[src/rtl/jk_excite_gen_pkg.sv]
// Shared encodings for the JK excitation generator: request modes and FSM states.
package jk_pkg;
  typedef enum logic [1:0] {
    JK_LOAD  = 2'b00,
    JK_UP    = 2'b01,
    JK_DOWN  = 2'b10,
    JK_CLEAR = 2'b11
  } jk_mode_e;

  typedef enum logic [1:0] {
    S_IDLE  = 2'b00,
    S_ISSUE = 2'b01,
    S_RUN   = 2'b10,
    S_FIN   = 2'b11
  } jk_state_e;
endpackage

[src/rtl/jk_excite_gen_if.sv]
// Request side, JK-bank side and status signals of jk_excite_gen.
interface jk_excite_gen_if #(
  parameter int WIDTH = 8,
  parameter int CNT_W = 16
);
  logic             req_valid;
  logic             req_ready;
  logic [1:0]       req_mode;
  logic [WIDTH-1:0] req_data;
  logic [WIDTH-1:0] J;
  logic [WIDTH-1:0] K;
  logic             jk_valid;
  logic             jk_ready;
  logic [WIDTH-1:0] q_shadow;
  logic             busy;
  logic             done;
  logic [CNT_W-1:0] cmd_count;

  modport master (
    output req_valid, req_mode, req_data, jk_ready,
    input  req_ready, J, K, jk_valid, q_shadow, busy, done, cmd_count
  );

  modport slave (
    input  req_valid, req_mode, req_data, jk_ready,
    output req_ready, J, K, jk_valid, q_shadow, busy, done, cmd_count
  );
endinterface

[src/rtl/jk_excite_gen_excite.sv]
// Per-bit JK excitation: (current, next) -> (J, K); TOGGLE_PREF picks set/reset or toggle.
module jk_excite #(
  parameter int WIDTH       = 8,
  parameter int TOGGLE_PREF = 0
) (
  input  logic [WIDTH-1:0] cur_i,
  input  logic [WIDTH-1:0] nxt_i,
  output logic [WIDTH-1:0] j_o,
  output logic [WIDTH-1:0] k_o
);
  for (genvar i = 0; i < WIDTH; i++) begin : g_bit
    if (TOGGLE_PREF != 0) begin : g_tog
      assign j_o[i] = cur_i[i] ^ nxt_i[i];
      assign k_o[i] = cur_i[i] ^ nxt_i[i];
    end else begin : g_sr
      assign j_o[i] = ~cur_i[i] & nxt_i[i];
      assign k_o[i] = cur_i[i] & ~nxt_i[i];
    end
  end
endmodule

[src/rtl/jk_excite_gen.sv]
// Command-side JK excitation generator: shadows the bank state and issues one J/K word per handshake.
module jk_excite_gen
  import jk_pkg::*;
#(
  parameter int WIDTH       = 8,
  parameter int TOGGLE_PREF = 0,
  parameter int CNT_W       = 16
) (
  input  logic           clk,
  input  logic           rst,
  jk_excite_gen_if.slave bus
);
  localparam logic [WIDTH-1:0] ONE   = WIDTH'(1);
  localparam logic [CNT_W-1:0] C_ONE = CNT_W'(1);

  jk_state_e        state_q, state_d;
  logic             dn_q, dn_d;
  logic [WIDTH-1:0] tgt_q, tgt_d;
  logic [WIDTH-1:0] rem_q, rem_d;
  logic [WIDTH-1:0] shadow_q, shadow_d;
  logic [CNT_W-1:0] cnt_q, cnt_d;

  logic             jk_vld, xfer;
  logic [WIDTH-1:0] nxt, j_raw, k_raw;

  assign jk_vld = (state_q == S_ISSUE) || (state_q == S_RUN);
  assign xfer   = jk_vld & bus.jk_ready;
  // Count steps derive the next word from the shadow, so it stays stable while stalled.
  assign nxt    = (state_q == S_RUN) ? (dn_q ? shadow_q - ONE : shadow_q + ONE) : tgt_q;

  jk_excite #(.WIDTH(WIDTH), .TOGGLE_PREF(TOGGLE_PREF)) u_exc (
    .cur_i(shadow_q),
    .nxt_i(nxt),
    .j_o  (j_raw),
    .k_o  (k_raw)
  );

  always_comb begin
    state_d  = state_q;
    dn_d     = dn_q;
    tgt_d    = tgt_q;
    rem_d    = rem_q;
    shadow_d = shadow_q;
    cnt_d    = cnt_q;
    if (xfer && cnt_q != '1) cnt_d = cnt_q + C_ONE;
    case (state_q)
      S_IDLE: begin
        if (bus.req_valid) begin
          dn_d  = (jk_mode_e'(bus.req_mode) == JK_DOWN);
          rem_d = bus.req_data;
          case (jk_mode_e'(bus.req_mode))
            JK_LOAD: begin
              tgt_d   = bus.req_data;
              state_d = S_ISSUE;
            end
            JK_CLEAR: begin
              tgt_d   = '0;
              state_d = S_ISSUE;
            end
            JK_UP, JK_DOWN: state_d = (bus.req_data == '0) ? S_FIN : S_RUN;
          endcase
        end
      end
      S_ISSUE: begin
        if (xfer) begin
          shadow_d = nxt;
          state_d  = S_FIN;
        end
      end
      S_RUN: begin
        if (xfer) begin
          shadow_d = nxt;
          rem_d    = rem_q - ONE;
          if (rem_q == ONE) state_d = S_FIN;
        end
      end
      S_FIN:   state_d = S_IDLE;
      default: state_d = S_IDLE;
    endcase
  end

  always_ff @(posedge clk) begin
    if (rst) begin
      state_q  <= S_IDLE;
      dn_q     <= 1'b0;
      tgt_q    <= '0;
      rem_q    <= '0;
      shadow_q <= '0;
      cnt_q    <= '0;
    end else begin
      state_q  <= state_d;
      dn_q     <= dn_d;
      tgt_q    <= tgt_d;
      rem_q    <= rem_d;
      shadow_q <= shadow_d;
      cnt_q    <= cnt_d;
    end
  end

  assign bus.req_ready = (state_q == S_IDLE);
  assign bus.jk_valid  = jk_vld;
  assign bus.J         = jk_vld ? j_raw : '0;
  assign bus.K         = jk_vld ? k_raw : '0;
  assign bus.q_shadow  = shadow_q;
  assign bus.busy      = (state_q != S_IDLE);
  assign bus.done      = (state_q == S_FIN);
  assign bus.cmd_count = cnt_q;
endmodule

[src/flat_wrapper.sv]
// flat-port wrapper written by rule: the top's interface ports become plain ports
module jk_excite_gen_flat import jk_pkg::*;
#(
  parameter int WIDTH       = 8,
  parameter int TOGGLE_PREF = 0,
  parameter int CNT_W       = 16
)
  (clk, rst, bus_req_valid, bus_req_mode, bus_req_data, bus_jk_ready, bus_req_ready, bus_J, bus_K, bus_jk_valid, bus_q_shadow, bus_busy, bus_done, bus_cmd_count);
  jk_excite_gen_if #(.WIDTH(WIDTH), .CNT_W(CNT_W)) bus_i ();
  input  logic clk;
  input  logic rst;
  input wire logic [$bits(bus_i.req_valid)-1:0] bus_req_valid;
  input wire logic [$bits(bus_i.req_mode)-1:0] bus_req_mode;
  input wire logic [$bits(bus_i.req_data)-1:0] bus_req_data;
  input wire logic [$bits(bus_i.jk_ready)-1:0] bus_jk_ready;
  output wire logic [$bits(bus_i.req_ready)-1:0] bus_req_ready;
  output wire logic [$bits(bus_i.J)-1:0] bus_J;
  output wire logic [$bits(bus_i.K)-1:0] bus_K;
  output wire logic [$bits(bus_i.jk_valid)-1:0] bus_jk_valid;
  output wire logic [$bits(bus_i.q_shadow)-1:0] bus_q_shadow;
  output wire logic [$bits(bus_i.busy)-1:0] bus_busy;
  output wire logic [$bits(bus_i.done)-1:0] bus_done;
  output wire logic [$bits(bus_i.cmd_count)-1:0] bus_cmd_count;
  assign bus_i.req_valid = bus_req_valid;
  assign bus_i.req_mode = bus_req_mode;
  assign bus_i.req_data = bus_req_data;
  assign bus_i.jk_ready = bus_jk_ready;
  assign bus_req_ready = bus_i.req_ready;
  assign bus_J = bus_i.J;
  assign bus_K = bus_i.K;
  assign bus_jk_valid = bus_i.jk_valid;
  assign bus_q_shadow = bus_i.q_shadow;
  assign bus_busy = bus_i.busy;
  assign bus_done = bus_i.done;
  assign bus_cmd_count = bus_i.cmd_count;
  jk_excite_gen #(.WIDTH(WIDTH), .TOGGLE_PREF(TOGGLE_PREF), .CNT_W(CNT_W)) u_core (.clk(clk), .rst(rst), .bus(bus_i));
endmodule
[config.mk]
export PLATFORM = sky130hd
export DESIGN_NAME = jk_excite_gen_flat
export DESIGN_NICKNAME = d
export VERILOG_FILES = /design/src/rtl/jk_excite_gen_pkg.sv /design/src/rtl/jk_excite_gen_if.sv /design/src/rtl/jk_excite_gen_excite.sv /design/src/rtl/jk_excite_gen.sv /design/src/flat_wrapper.sv
export SDC_FILE = /design/constraint.sdc
export NUM_CORES = 1
export LEC_CHECK = 0
export ABC_AREA = 1
export BUFFER_PORTS_ARGS = -buffer_cell sky130_fd_sc_hd__buf_2
export CAP_MARGIN = 0
export CORE_MARGIN = 3
export CORE_UTILIZATION = 39
export DETAILED_ROUTE_END_ITERATION = 6
export PLACE_DENSITY_LB_ADDON = 0.2
export SLEW_MARGIN = 0
export SYNTH_ARGS = -nofsm -noshare
export SYNTH_HDL_FRONTEND = slang
export SYNTH_SLANG_ARGS = --single-unit
[constraint.sdc]
create_clock -name clk -period 6 [get_ports clk]
set_clock_uncertainty 0.05 [all_clocks]
set_input_delay 1.2 -clock clk [delete_from_list [all_inputs] [get_ports clk]]
set_output_delay 1.2 -clock clk [all_outputs]
set_load 0.01 [all_outputs]
# After elaboration in Yosys (flattened, before gate mapping)
# Index checks and enable logic that the tools add are counted.
dict set report word_totals {
  ff_bits 43
  latchBits 0
  mem_bits_rw 0
  romBits 0
  in_bits 14
  elab_cells 86
  n_memories 0
}
dict set report op_classes {
  add_sub_neg 4
  n_mul 0
  div_mod_pow 0
  magnitude_cmp 0
  n_eq_ne 12
  shifts 0
  n_mux 15
  bitwise 33
  n_reduce_logical 16
}
# op n
set op_table {}
lappend op_table {{$mux W8} 6}
lappend op_table {{$pmux W8 S2} 2}
lappend op_table {{$and A1 B1 Y1} 17}
lappend op_table {{$add A16 B1 Y16 const B} 1}
lappend op_table {{$ne A16 B16 Y1 const B} 1}
lappend op_table {{$not A1 Y1} 16}
lappend op_table {{$sub A8 B1 Y8 const B} 2}
lappend op_table {{$add A8 B1 Y8 const B} 1}
lappend op_table {{$eq A2 B2 Y1 const B} 4}
lappend op_table {{$eq A8 B1 Y1 const B} 1}
lappend op_table {{$logic_not A8 Y1} 1}
lappend op_table {{$mux W2} 4}
lappend op_table {{$pmux W2 S4} 1}
lappend op_table {{$reduce_and A3 Y1} 2}
lappend op_table {{$reduce_bool A2 Y1} 3}
lappend op_table {{$reduce_or A2 Y1} 3}
lappend op_table {{$eq A2 B1 Y1 const B} 2}
lappend op_table {{$logic_not A2 Y1} 2}
lappend op_table {{$ne A2 B1 Y1 const B} 2}
lappend op_table {{$ne A2 B2 Y1 const B} 2}
lappend op_table {{$pmux W2 S2} 1}
lappend op_table {{$reduce_and A2 Y1} 2}
lappend op_table {{$reduce_and A4 Y1} 1}
lappend op_table {{$logic_and A1 B1 Y1} 1}
lappend op_table {{2 further kinds} 2}

# Depth between registers and ports, before layout
# Gate-level depths: netlist of run 1.
dict set report logic_depth {
  word_depth 6
  ltp_mapped 10
  mapped_depth_nobuf 10
}

# Hierarchy
# Synthesis of run 1 repeated with hierarchy kept, for this count alone.
dict set report unflattened {
  hier_cells 481
  area_unflattened_um2 2966.6
}
# mod instances cells_per_inst area_each_um2 seq_area_each_um2
set by_module_without_submodules {}
lappend by_module_without_submodules {jk_excite_gen 1 449 2846.5 860.8}
lappend by_module_without_submodules {jk_excite 1 32 120.1 0.0}

# Worst setup path after synthesis of run 1
# OpenSTA, ideal clock, no wires.
dict set report synth_timing {
  path_type {register to output}
  startpoint {reg u_core.dn_q}
  endpoint {out bus_K[5]}
  t_arrival_ns 1.667
  required_time_ns 4.750
  setup_slack_ns 3.083
  path_stages_with_launch 8
  cell_sequence {dfxtp_1 -> ha_1 -> or2_2 -> nand3b_1 -> nand3_1 -> nand3_1 -> nand2_1 -> nor3_1}
}
dict set report synth_via {
  elab_chain_len 5
}
# element line
set synth_lines {}
lappend synth_lines {{start, declared} jk_excite_gen.sv:17} ;# logic dn_q, dn_d;
lappend synth_lines {{start signal, assigned} jk_excite_gen.sv:92} ;# dn_q <= dn_d;
lappend synth_lines {{$mux W8 (2 in a row)} jk_excite_gen.sv:29} ;# assign nxt = (state_q == S_RUN) ? (dn_q ? shadow_q - ONE : shadow_q + ONE) : tgt_q;
lappend synth_lines {{$not A1 Y1} jk_excite_gen_excite.sv:17} ;# assign k_o[i] = cur_i[i] & ~nxt_i[i];
lappend synth_lines {{$and A1 B1 Y1} jk_excite_gen_excite.sv:17}
lappend synth_lines {{$mux W8} jk_excite_gen.sv:103} ;# assign bus.K = jk_vld ? k_raw : '0;
lappend synth_lines {{end, declared} flat_wrapper.sv:18} ;# output wire logic [$bits(bus_i.K)-1:0] bus_K;
# No other way between the ends.

# Final worst setup path of run 1
dict set report layout_timing {
  startpoint {reg u_core.state_q[0]}
  endpoint {out bus_K[5]}
}
dict set report layout_via {
  elab_chain_len 5
  word_cells_on_any_way 7
}
# element line
set layout_lines {}
lappend layout_lines {{start, declared} jk_excite_gen.sv:16} ;# jk_state_e state_q, state_d;
lappend layout_lines {{start signal, assigned} jk_excite_gen.sv:91} ;# state_q <= state_d;
lappend layout_lines {{$eq A2 B2 Y1} {jk_excite_gen.sv:26, jk_excite_gen.sv:29}}
lappend layout_lines {{$mux W8} jk_excite_gen.sv:29}
lappend layout_lines {{$not A1 Y1} jk_excite_gen_excite.sv:17}
lappend layout_lines {{$and A1 B1 Y1} jk_excite_gen_excite.sv:17}
lappend layout_lines {{$mux W8 (*)} jk_excite_gen.sv:103}
# Mark *: on every way between the ends. The rest lies on a longest branch, timed or not.

==> results of run 1 <==
[per-layer routing]
metal	GRT usage [%]	share of wire (%)	up-vias
met5	0	0	-
met4	4.70	1.1	0
met3	2.79	3.8	7
met2	31.3	46	62
met1	23.8	49	1371
li1	-	-	1548
[path summary, 6_finish.rpt]
kind / startpoint / endpoint / slack [ps] / depth (start not counted)
setup / recovery: u_core.state_q[0]$_SDFFE_PP0P_ / bus_K[5] / 2480 / 7
hold / removal: u_core.tgt_q[1]$_SDFFE_PP0P_ / u_core.tgt_q[1]$_SDFFE_PP0P_ / 420 / 2
setup reg to reg: u_core.state_q[0]$_SDFFE_PP0P_ / u_core.rem_q[5]$_SDFFE_PP0P_ / 3330 / 9
hold reg to reg: u_core.tgt_q[1]$_SDFFE_PP0P_ / u_core.tgt_q[1]$_SDFFE_PP0P_ / 420 / 2
[sequential cells by signal, summed over array words and instances (netlist names)]
signal	count
u_core.dn_q	1
u_core.state_q	2
u_core.bus.q_shadow	8
u_core.tgt_q	8
u_core.rem_q	8
u_core.bus.cmd_count	16
[layout make-up]
type / count / area share (%)
clock inverters: 2 / 0.378
flip-flops and latches: 43 / 26.0
clock buffers: 6 / 2.19
multi-input cells: 335 / 52.2
repair buffers: 57 / 8.62
inverters: 61 / 6.92
well taps: 96 / 3.63
[worst max-delay path, delay by kind of cell (launching register included)]
| family | cells | cell delay [ps] |
|---|---|---|
| flops | 1 | 330 |
| fa+ha+maj | 1 | 650 |
| simple gates | 3 | 400 |
| buf+inv | 3 | 590 |
[kinds of logic (layout without fill, tap and decap cells)]
logic type      Yosys count  count (layout)  synth area share (%)
fa+ha+maj                17              17                  7.61
compound gates           75              75                  14.1
flops                    43              43                  29.8
simple gates            231             231                  34.4
buf+inv                  73             126                  10.5
xor+xnor                 12              12                  3.63
[cell usage after synthesis (all sizes together)]
master / number
a211oi: 2
a21oi: 44
a31oi: 1
buf: 6
clkbuf: 6
clkinv: 1
dfxtp: 43
fa: 1
ha: 16
inv: 60
nand2: 129
nand3: 30
nand3b: 2
nand4: 10
nor2: 47
nor3: 12
o21ai: 24
o22ai: 2
o31ai: 2
or2: 1
xnor2: 7
xor2: 5
[placed cells by master (no fill, tap or decap)]
| master | netlist | layout |
|---|---|---|
| clkinvlp_4 | 0 | 1 |
| nor3_1 | 10 | 10 |
| o22ai_1 | 2 | 2 |
| clkinv_1 | 1 | 1 |
| fa_1 | 1 | 1 |
| nand2_1 | 127 | 127 |
| o21ai_0 | 24 | 24 |
| nand3_2 | 2 | 2 |
| nor2_1 | 45 | 45 |
| clkinv_2 | 0 | 1 |
| clkbuf_8 | 0 | 5 |
| xor2_1 | 5 | 5 |
| nor3_4 | 1 | 1 |
| a21oi_1 | 39 | 39 |
| o31ai_1 | 2 | 2 |
| nand3b_1 | 2 | 2 |
| a21oi_2 | 5 | 5 |
| ha_1 | 16 | 16 |
| nand3_1 | 28 | 28 |
| a211oi_1 | 2 | 2 |
| nand4_1 | 10 | 10 |
| inv_1 | 58 | 58 |
| or2_2 | 1 | 1 |
| nand2_4 | 1 | 1 |
| nor2_2 | 2 | 2 |
| inv_2 | 2 | 2 |
| xnor2_1 | 7 | 7 |
| nand2_2 | 1 | 1 |
| clkbuf_1 | 6 | 1 |
| a31oi_1 | 1 | 1 |
| dfxtp_1 | 43 | 43 |
| nor3_2 | 1 | 1 |
| buf_2 | 1 | 57 |
[power breakdown]
group	internal [mW]	switching (mW)	leakage [nW]
logic	0.223	0.434	1.20
registers	0.349	0.0668	0.351
clock network	0.0816	0.106	0.0412
==> out/metrics.cfg, run 1 <==
[cells_and_area]
fin_area_sq_um=3310
final_core_util_pct=47.4
syn_to_final_growth_pct=14.4
multi_input_area_sq_um=1730
fillers=769
nets=534
seq_area_sq_um=861
drive_gt1_share_pct=15.9
fin_cells=600
antenna_cells=0

[power]
powerDensity_nw_per_um2=381
p_leak_nw=1.59
power_mw=1.26
peakVddDrop_uv=145

[setup_path]
path_class=flop to output port
crit_arrival_ps=2270
startpoint_type=flop
max_stage_delay_ps=650
worstPathMaxFanout=21
crit_chain=inv_1 -> ha_1 -> inv_2 -> nand2_1 -> nand2_1 -> nor3_1 -> buf_2
cp_common_cell=nand2_1
required_ps=4750
slowest_stage=ha_1
end_kind=output port

[detailed_routing]
drtIter0Drc=124
drc=0
vias=2988
drtAntennaViolNets=0
drt_wl_total_um=7610
first_pass_iters=4
avgRoutedWirePerCell_um=12.7
route.detailed.vias_per_inst=4.98

[timing]
rsz0062_at_grt=no
slew_viol_final=0
setup_slack_ps=2480
post-route-period-util_pct=58.7
tns_ps=0
hold-worst-slack_ps=417
clock.fmax_ghz=0.284
maxSlewHeadroom_pct=50.9
finalSetupViolations=0
worstMarginPinSlew_ps=737
fin_crit_ps=3520
hold_viol=0

[floorplan]
ioPinCount=58
die_x_um=92.1
num_rows=30
die_h_um=92.1
start_util_pct=41.4
die-area_sq_um=8490
core_area_sq_um=6980

[grt]
antenna_found_initial=0
grt_max_degree=33
grt_pass1_wl_um=12700
overflow=0
grt_usage_pct=18.2
grt_pass1_vias=2689

[place]
dp_hpwl_um=5750
place.gp.congestion=0.909
place_area_sq_um=3220
port_buffers=57
dp.cells=592
post-place-ws_ps=2760

[clocking]
cts_hold_buf=0
cts_post_setup_buffers_inserted=0
clock-sinks=43
tritoncts=built
clkTransAtPathRegs_ps=80
clock_latency_ps=300
numCtsBuffers=5
cts_resized=0
cts-root-buf=clkbuf_8
htreeDepth=2
cts_max_path_buffers=2

[synthesis]
synthCells=451
yosysUniqueCellTypes=34
avgSynthCellArea_sq_um=6.41
synth_area_leader_cell=dfxtp_1
ys_seq_area_share_pct=29.8
synthesis.nets=482
netlist.area_leader.share_pct=29.8
ys_ff_latch=43
yosysWarnings=0
ys_top_cells_by_area=dfxtp_1 30%, nand2_1 16%, inv_1 7.5%, ha_1 6.9%, a21oi_1 6.7%
syn_area_sq_um=2890

[status]
status=completed

[min_path]
hold_path.class=flop to flop

[flow_run]
drv_cap=0

(Power assumes the default switching activity.)
==> run 2: changes to the inputs <==
ABC_AREA = 0   (was 1)
clock period = 3.18 ns   (was 6 ns; I/O delays follow)
==> out/metrics.cfg, run 2 <==
[status]
status=completed

[synthesis]
netlist.area_leader.share_pct=32.9  ; +3.1 points
syn_area_sq_um=2620  ; -9.5%
synthArstFlopShare_pct=0  ; unchanged
ys_seq_area_share_pct=32.9  ; +3.1 points
synthCells=326  ; -28%
synthesis.nets=357  ; -26%
synth_common_cells=49 x nor2_1, 43 x dfxtp_1, 28 x a21oi_1
synth_area_leader_cell=dfxtp_1
synth_flop_cell=dfxtp_1
avgSynthCellArea_sq_um=8.03  ; +25%
yosysUniqueCellTypes=50  ; +47%
yosysMostFrequentCell=nor2_1
ys_ff_latch=43  ; unchanged
ys_top_cells_by_area=dfxtp_1 33%, ha_1 7.6%, nor2_1 7.0%, a21oi_1 5.4%, xor2_1 3.3%
synth-edff-count=0  ; unchanged
yosysWarnings=0  ; unchanged

[power]
p_leak_nw=1.34  ; -16%
switchingPower_uw=983  ; +62%
powerDensity_nw_per_um2=723  ; +90%
peakVddDrop_uv=260  ; +79%
power_mw=2.20  ; +75%
seqPwrFrac_pct=34.2  ; +1.2 points
comb_power_share_pct=51.0  ; -1.1 points
switching_share_pct=44.6  ; -3.5 points
p_int_mw=1.22  ; +87%
p_clk_share_pct=14.8  ; about the same

[timing]
post-route-period-util_pct=95.8
clock.fmax_ghz=0.328
hold-worst-slack_ps=438  ; +21.3 ps
tns_ps=0  ; unchanged
setup_slack_ps=134  ; -2340 ps
rsz0062_at_grt=no
hold_viol=0  ; unchanged
fin_crit_ps=3050
finalSetupViolations=0  ; unchanged
worstMarginPinSlew_ps=962  ; +225 ps
slew_viol_final=0  ; unchanged
maxSlewHeadroom_pct=35.4  ; -16 points

[detailed_routing]
drtAntennaViolNets=0  ; unchanged
drt_wl_total_um=6680  ; -12%
drtIter0Drc=99  ; -20%
avgRoutedWirePerCell_um=14.7  ; +16%
vias=2503  ; -16%
drc=0  ; unchanged
route.detailed.vias_per_inst=5.51  ; +11%
first_pass_iters=4  ; unchanged

[floorplan]
core_area_sq_um=6420  ; -8.0%
die_h_um=87.9  ; -4.6%
num_rows=29  ; -3.3%
ioPinCount=58  ; unchanged
start_util_pct=40.8  ; -0.68 points
die-area_sq_um=7730  ; -8.9%
die_x_um=87.9  ; -4.6%

[place]
place_area_sq_um=2970  ; -7.9%
port_buffers=57  ; unchanged
dp.cells=448  ; -24%
dp_hpwl_um=4880  ; -15%
place.gp.congestion=0.872  ; -4.1%
post-place-ws_ps=291  ; -2470 ps

[clocking]
cts-root-buf=clkbuf_8
cts_max_path_buffers=2  ; unchanged
clock_latency_ps=290  ; about the same
cts_hold_buf=0  ; unchanged
tritoncts=built
clkTransAtPathRegs_ps=90  ; about the same
clock-sinks=43  ; unchanged
numCtsBuffers=5  ; unchanged
htreeDepth=2  ; unchanged

[cells_and_area]
final_common_cell=buf_2
fillers=660  ; -14%
fin_cells=454  ; -24%
antenna_cells=0  ; unchanged
drive_gt1_share_pct=20.7  ; +4.8 points
syn_to_final_growth_pct=16.4
final_core_util_pct=47.4  ; about the same
final_cell_mix=57 x buf_2, 49 x nor2_1, 41 x dfxtp_1, 28 x a21oi_1, 17 x nand2_1
nets=409  ; -23%
largest_reg_flops=16  ; unchanged
fin_area_sq_um=3050  ; -7.9%

[grt]
grt_pass1_vias=2341  ; -13%
grt_usage_pct=17.8  ; -0.41 points
overflow=0  ; unchanged
antenna_found_initial=0  ; unchanged
grt_max_degree=31  ; -6.1%
grt_pass1_wl_um=11000  ; -13%

[flow_run]
drv_cap=0  ; unchanged

[setup_path]
worstRegToRegCells=7  ; -2
r2r_slack_ps=670  ; -2660 ps
startpoint_type=flop
crit_start=u_core.dn_q$_SDFFE_PP0P_
reg2reg_to=u_core.rem_q[2]$_SDFFE_PP0P_
end_kind=output port
crit_arrival_ps=2360  ; +90 ps
path_class=flop to output port
r2r-start=u_core.state_q[0]$_SDFFE_PP0P_
required_ps=2490  ; -2260 ps
worstPathMaxFanout=9  ; -57%

[min_path]
min-delay-start=u_core.rem_q[7]$_SDFFE_PP0P_
hold_path.class=flop to flop
min_path_cells=2  ; unchanged
min_to=u_core.rem_q[7]$_SDFFE_PP0P_

run 2: cell families after synthesis:
kind of cell | after synthesis | share of synthesized area [%]
compound gates | 71 | 16.9
simple gates | 141 | 28.6
mux | 7 | 2.68
fa+ha+maj | 17 | 8.41
flops | 43 | 32.9
xor+xnor | 18 | 6.02
buf+inv | 29 | 4.45
run 2: timing repair:
item	4_1_cts	5_1_grt
setup endpoints to repair	1	1
setup buffers	0	0
gates resized for setup	1	2
cloned	0	0
run 2: how the worst max path moves through the flow:
| stage | endpoint |
|---|---|
| after global routing | bus_J[7] |
| after detailed placement | bus_J[7] |
| after global placement | bus_J[7] |
| after CTS | bus_J[7] |
| final | bus_J[7] |
| after floorplan | bus_J[7] |
run 2: cell type report:
type                       count  area [sq um]  area share [%]
sequential                    43           866            28.4
inverter                      11          41.3            1.36
multi-input combinational    254          1640            53.8
timing repair buffer          63           330            10.8
clock buffer                   6          72.6            2.38
tap                           77          96.3            3.16
run 2: power by group through the flow:
stage               combinational (mW)  sequential [mW]  clock (mW)
finish                            1.12            0.754       0.326
global route                      1.27            0.769       0.364
CTS                               1.14            0.753       0.345
detailed placement                1.13            0.765           0
global placement                  1.12            0.762           0
floorplan                        0.795            0.758           0
run 2: layer usage:
metal / wire length (um) / share of wire [%] / global-route usage, % / vias up
li1: - / - / - / 1269
met1: 3090 / 46 / 22.4 / 1176
met2: 3160 / 47 / 30.6 / 54
met3: 391 / 5.9 / 4.33 / 4
met4: 38 / 0.57 / 4.32 / 0
met5: 0 / 0 / 0 / -
run 2: critical path: stages, from the launching register on:
cell and delay, ps:
dfxtp_4 390, ha_1 280, a211oi_1 330, o21bai_1 180, nand3_1 110, a32oi_1 160
a2111oi_1 420, buf_2 200
==> run 3: changes to the inputs <==
CORE_UTILIZATION = 45   (was 39)
SLEW_MARGIN = unset   (was 0)
==> out/metrics.cfg, run 3 (synthesis results as in run 2) <==
[timing]
slew_viol_final=0  ; unchanged
clock.fmax_ghz=0.334  ; +1.8%
finalSetupViolations=0  ; unchanged
hold-worst-slack_ps=438  ; -0.153 ps
rsz0062_at_grt=no
fin_crit_ps=2990  ; -53.9 ps
maxSlewHeadroom_pct=37.0  ; +1.6 points
worstMarginPinSlew_ps=937  ; -24.3 ps
post-route-period-util_pct=94.1  ; -1.7 points
tns_ps=0  ; unchanged
hold_viol=0  ; unchanged

[cells_and_area]
fin_cells=450  ; -0.88%
final_common_cell=buf_2
nets=409  ; unchanged
final_cell_mix=57 x buf_2, 49 x nor2_1, 41 x dfxtp_1, 28 x a21oi_1, 17 x nand2_1
syn_to_final_growth_pct=17.3
multi_input_area_sq_um=1640  ; unchanged
drive_gt1_share_pct=20.9  ; +0.21 points
seq_area_sq_um=866  ; unchanged
antenna_cells=0  ; unchanged
fillers=552  ; -16%
largest_reg_flops=16  ; unchanged

[detailed_routing]
route.detailed.vias_per_inst=5.63  ; +2.2%
avgRoutedWirePerCell_um=14.4  ; -1.8%
vias=2535  ; +1.3%
drt_wl_total_um=6500  ; -2.6%
drtAntennaViolNets=0  ; unchanged
first_pass_iters=4  ; unchanged
drc=0  ; unchanged
drtIter0Drc=150  ; +52%

[setup_path]
reg2reg_to=u_core.rem_q[2]$_SDFFE_PP0P_
worstRegToRegCells=7  ; unchanged
slowest_stage=fa_1
startpoint_type=flop
cp.depth=7  ; unchanged
crit_start=u_core.bus.q_shadow[0]$_SDFFE_PP0P_
cp_top_family=compound AO/OA/AOI/OAI gates
cp.buffers_inverters=1  ; unchanged
endpoint=bus_K[6]
r2r-start=u_core.state_q[0]$_SDFFE_PP0P_
r2r_slack_ps=580  ; -90 ps
worstPathMaxFanout=7  ; -2
crit_chain=fa_1 -> a21o_1 -> a221oi_1 -> xnor2_1 -> mux2i_1 -> and3_1 -> buf_2
required_ps=2490  ; about the same
max_stage_delay_ps=470  ; +50 ps
end_kind=output port
path_class=flop to output port
crit_arrival_ps=2310  ; -50 ps

[floorplan]
start_util_pct=47.0  ; +6.2 points
die-area_sq_um=6770  ; -12%
die_h_um=82.3  ; -6.4%
ioPinCount=58  ; unchanged
num_rows=27  ; -6.9%
die_x_um=82.3  ; -6.4%
core_area_sq_um=5570  ; -13%

[clocking]
clkTransAtPathRegs_ps=80  ; about the same
htreeDepth=2  ; unchanged
numCtsBuffers=5  ; unchanged
cts-root-buf=clkbuf_8
clock-sinks=43  ; unchanged
tritoncts=built
cts_max_path_buffers=2  ; unchanged
cts_post_setup_buffers_inserted=0  ; unchanged
clock_latency_ps=300  ; about the same

[grt]
grt_pass1_wl_um=11100  ; +1.3%
antenna_found_initial=0  ; unchanged
grt_max_degree=46  ; +48%
overflow=0  ; unchanged
grt_pass1_vias=2323  ; -0.77%
grt_usage_pct=20.9  ; +3.1 points

[place]
port_buffers=57  ; unchanged
dp.cells=443  ; -1.1%
place.gp.congestion=0.917  ; +5.2%
dp_hpwl_um=4760  ; -2.6%

[min_path]
min_path_cells=2  ; unchanged
hold_path.class=flop to flop

[power]
power_mw=2.32  ; +5.1%
powerDensity_nw_per_um2=755  ; +4.3%
p_leak_nw=1.35  ; +1.1%
peakVddDrop_uv=341  ; +31%

[flow_run]
drv_cap=0  ; unchanged

[status]
status=completed

==> run 3: how the worst min path moves through the flow <==
stage	endpoint	slack, ps	start
after global routing	u_core.rem_q[7]$_SDFFE_PP0P_	470	u_core.rem_q[7]$_SDFFE_PP0P_
after detailed placement	u_core.rem_q[7]$_SDFFE_PP0P_	420	u_core.rem_q[7]$_SDFFE_PP0P_
after global placement	u_core.rem_q[7]$_SDFFE_PP0P_	420	u_core.rem_q[7]$_SDFFE_PP0P_
final	u_core.rem_q[7]$_SDFFE_PP0P_	440	u_core.rem_q[7]$_SDFFE_PP0P_
after CTS	u_core.rem_q[7]$_SDFFE_PP0P_	440	u_core.rem_q[7]$_SDFFE_PP0P_
after floorplan	u_core.rem_q[7]$_SDFFE_PP0P_	400	u_core.rem_q[7]$_SDFFE_PP0P_
==> run 3: worst min-delay path, delay by kind of cell (launching register included) <==
| kind | cells | cell delay, ps |
|---|---|---|
| DFF | 1 | 310 |
| AOI/OAI and AO/OA | 2 | 130 |
==> run 3: where the power goes <==
| part | switching [mW] | internal [mW] | total, mW | leakage [nW] |
|---|---|---|---|---|
| Sequential | 0.110 | 0.642 | 0.752 | 0.351 |
| Combinational | 0.705 | 0.444 | 1.15 | 0.951 |
| Clock | 0.186 | 0.230 | 0.417 | 0.0513 |
| Total | 1.00 | 1.32 | 2.32 | 1.35 |
==> run 3: metal layers <==
| layer | wire length (um) | global-route usage [%] |
|---|---|---|
| met1 | 2940 | 27.1 |
| met2 | 3110 | 35.3 |
| met3 | 386 | 4.34 |
| met4 | 68 | 4.98 |
| met5 | 0 | 0 |
==> run 3: per-stage QoR <==
stage               worst slack, ps  instance area [sq um]  utilization, %
finish                          188                   3070            55.1
detailed placement              332                   2960            53.2
floorplan                       507                   2620               -
global placement                379                   2960            53.2
CTS                             115                   3070            55.0
global route                   28.9                   3070            55.1
==> run 3: layout make-up <==
type / instances / area share (%)
clock buffers: 6 / 2.36
clock inverters: 1 / 0.978
inverters: 11 / 1.34
multi-input cells: 254 / 53.4
flip-flops and latches: 43 / 28.2
well taps: 72 / 2.93
repair buffers: 63 / 10.8
==> run 3: repair_timing <==
action	in CTS	in global routing
setup endpoints to repair	1	1
hold buffers	0	0
gates resized for setup	1	2
gates cloned	0	0
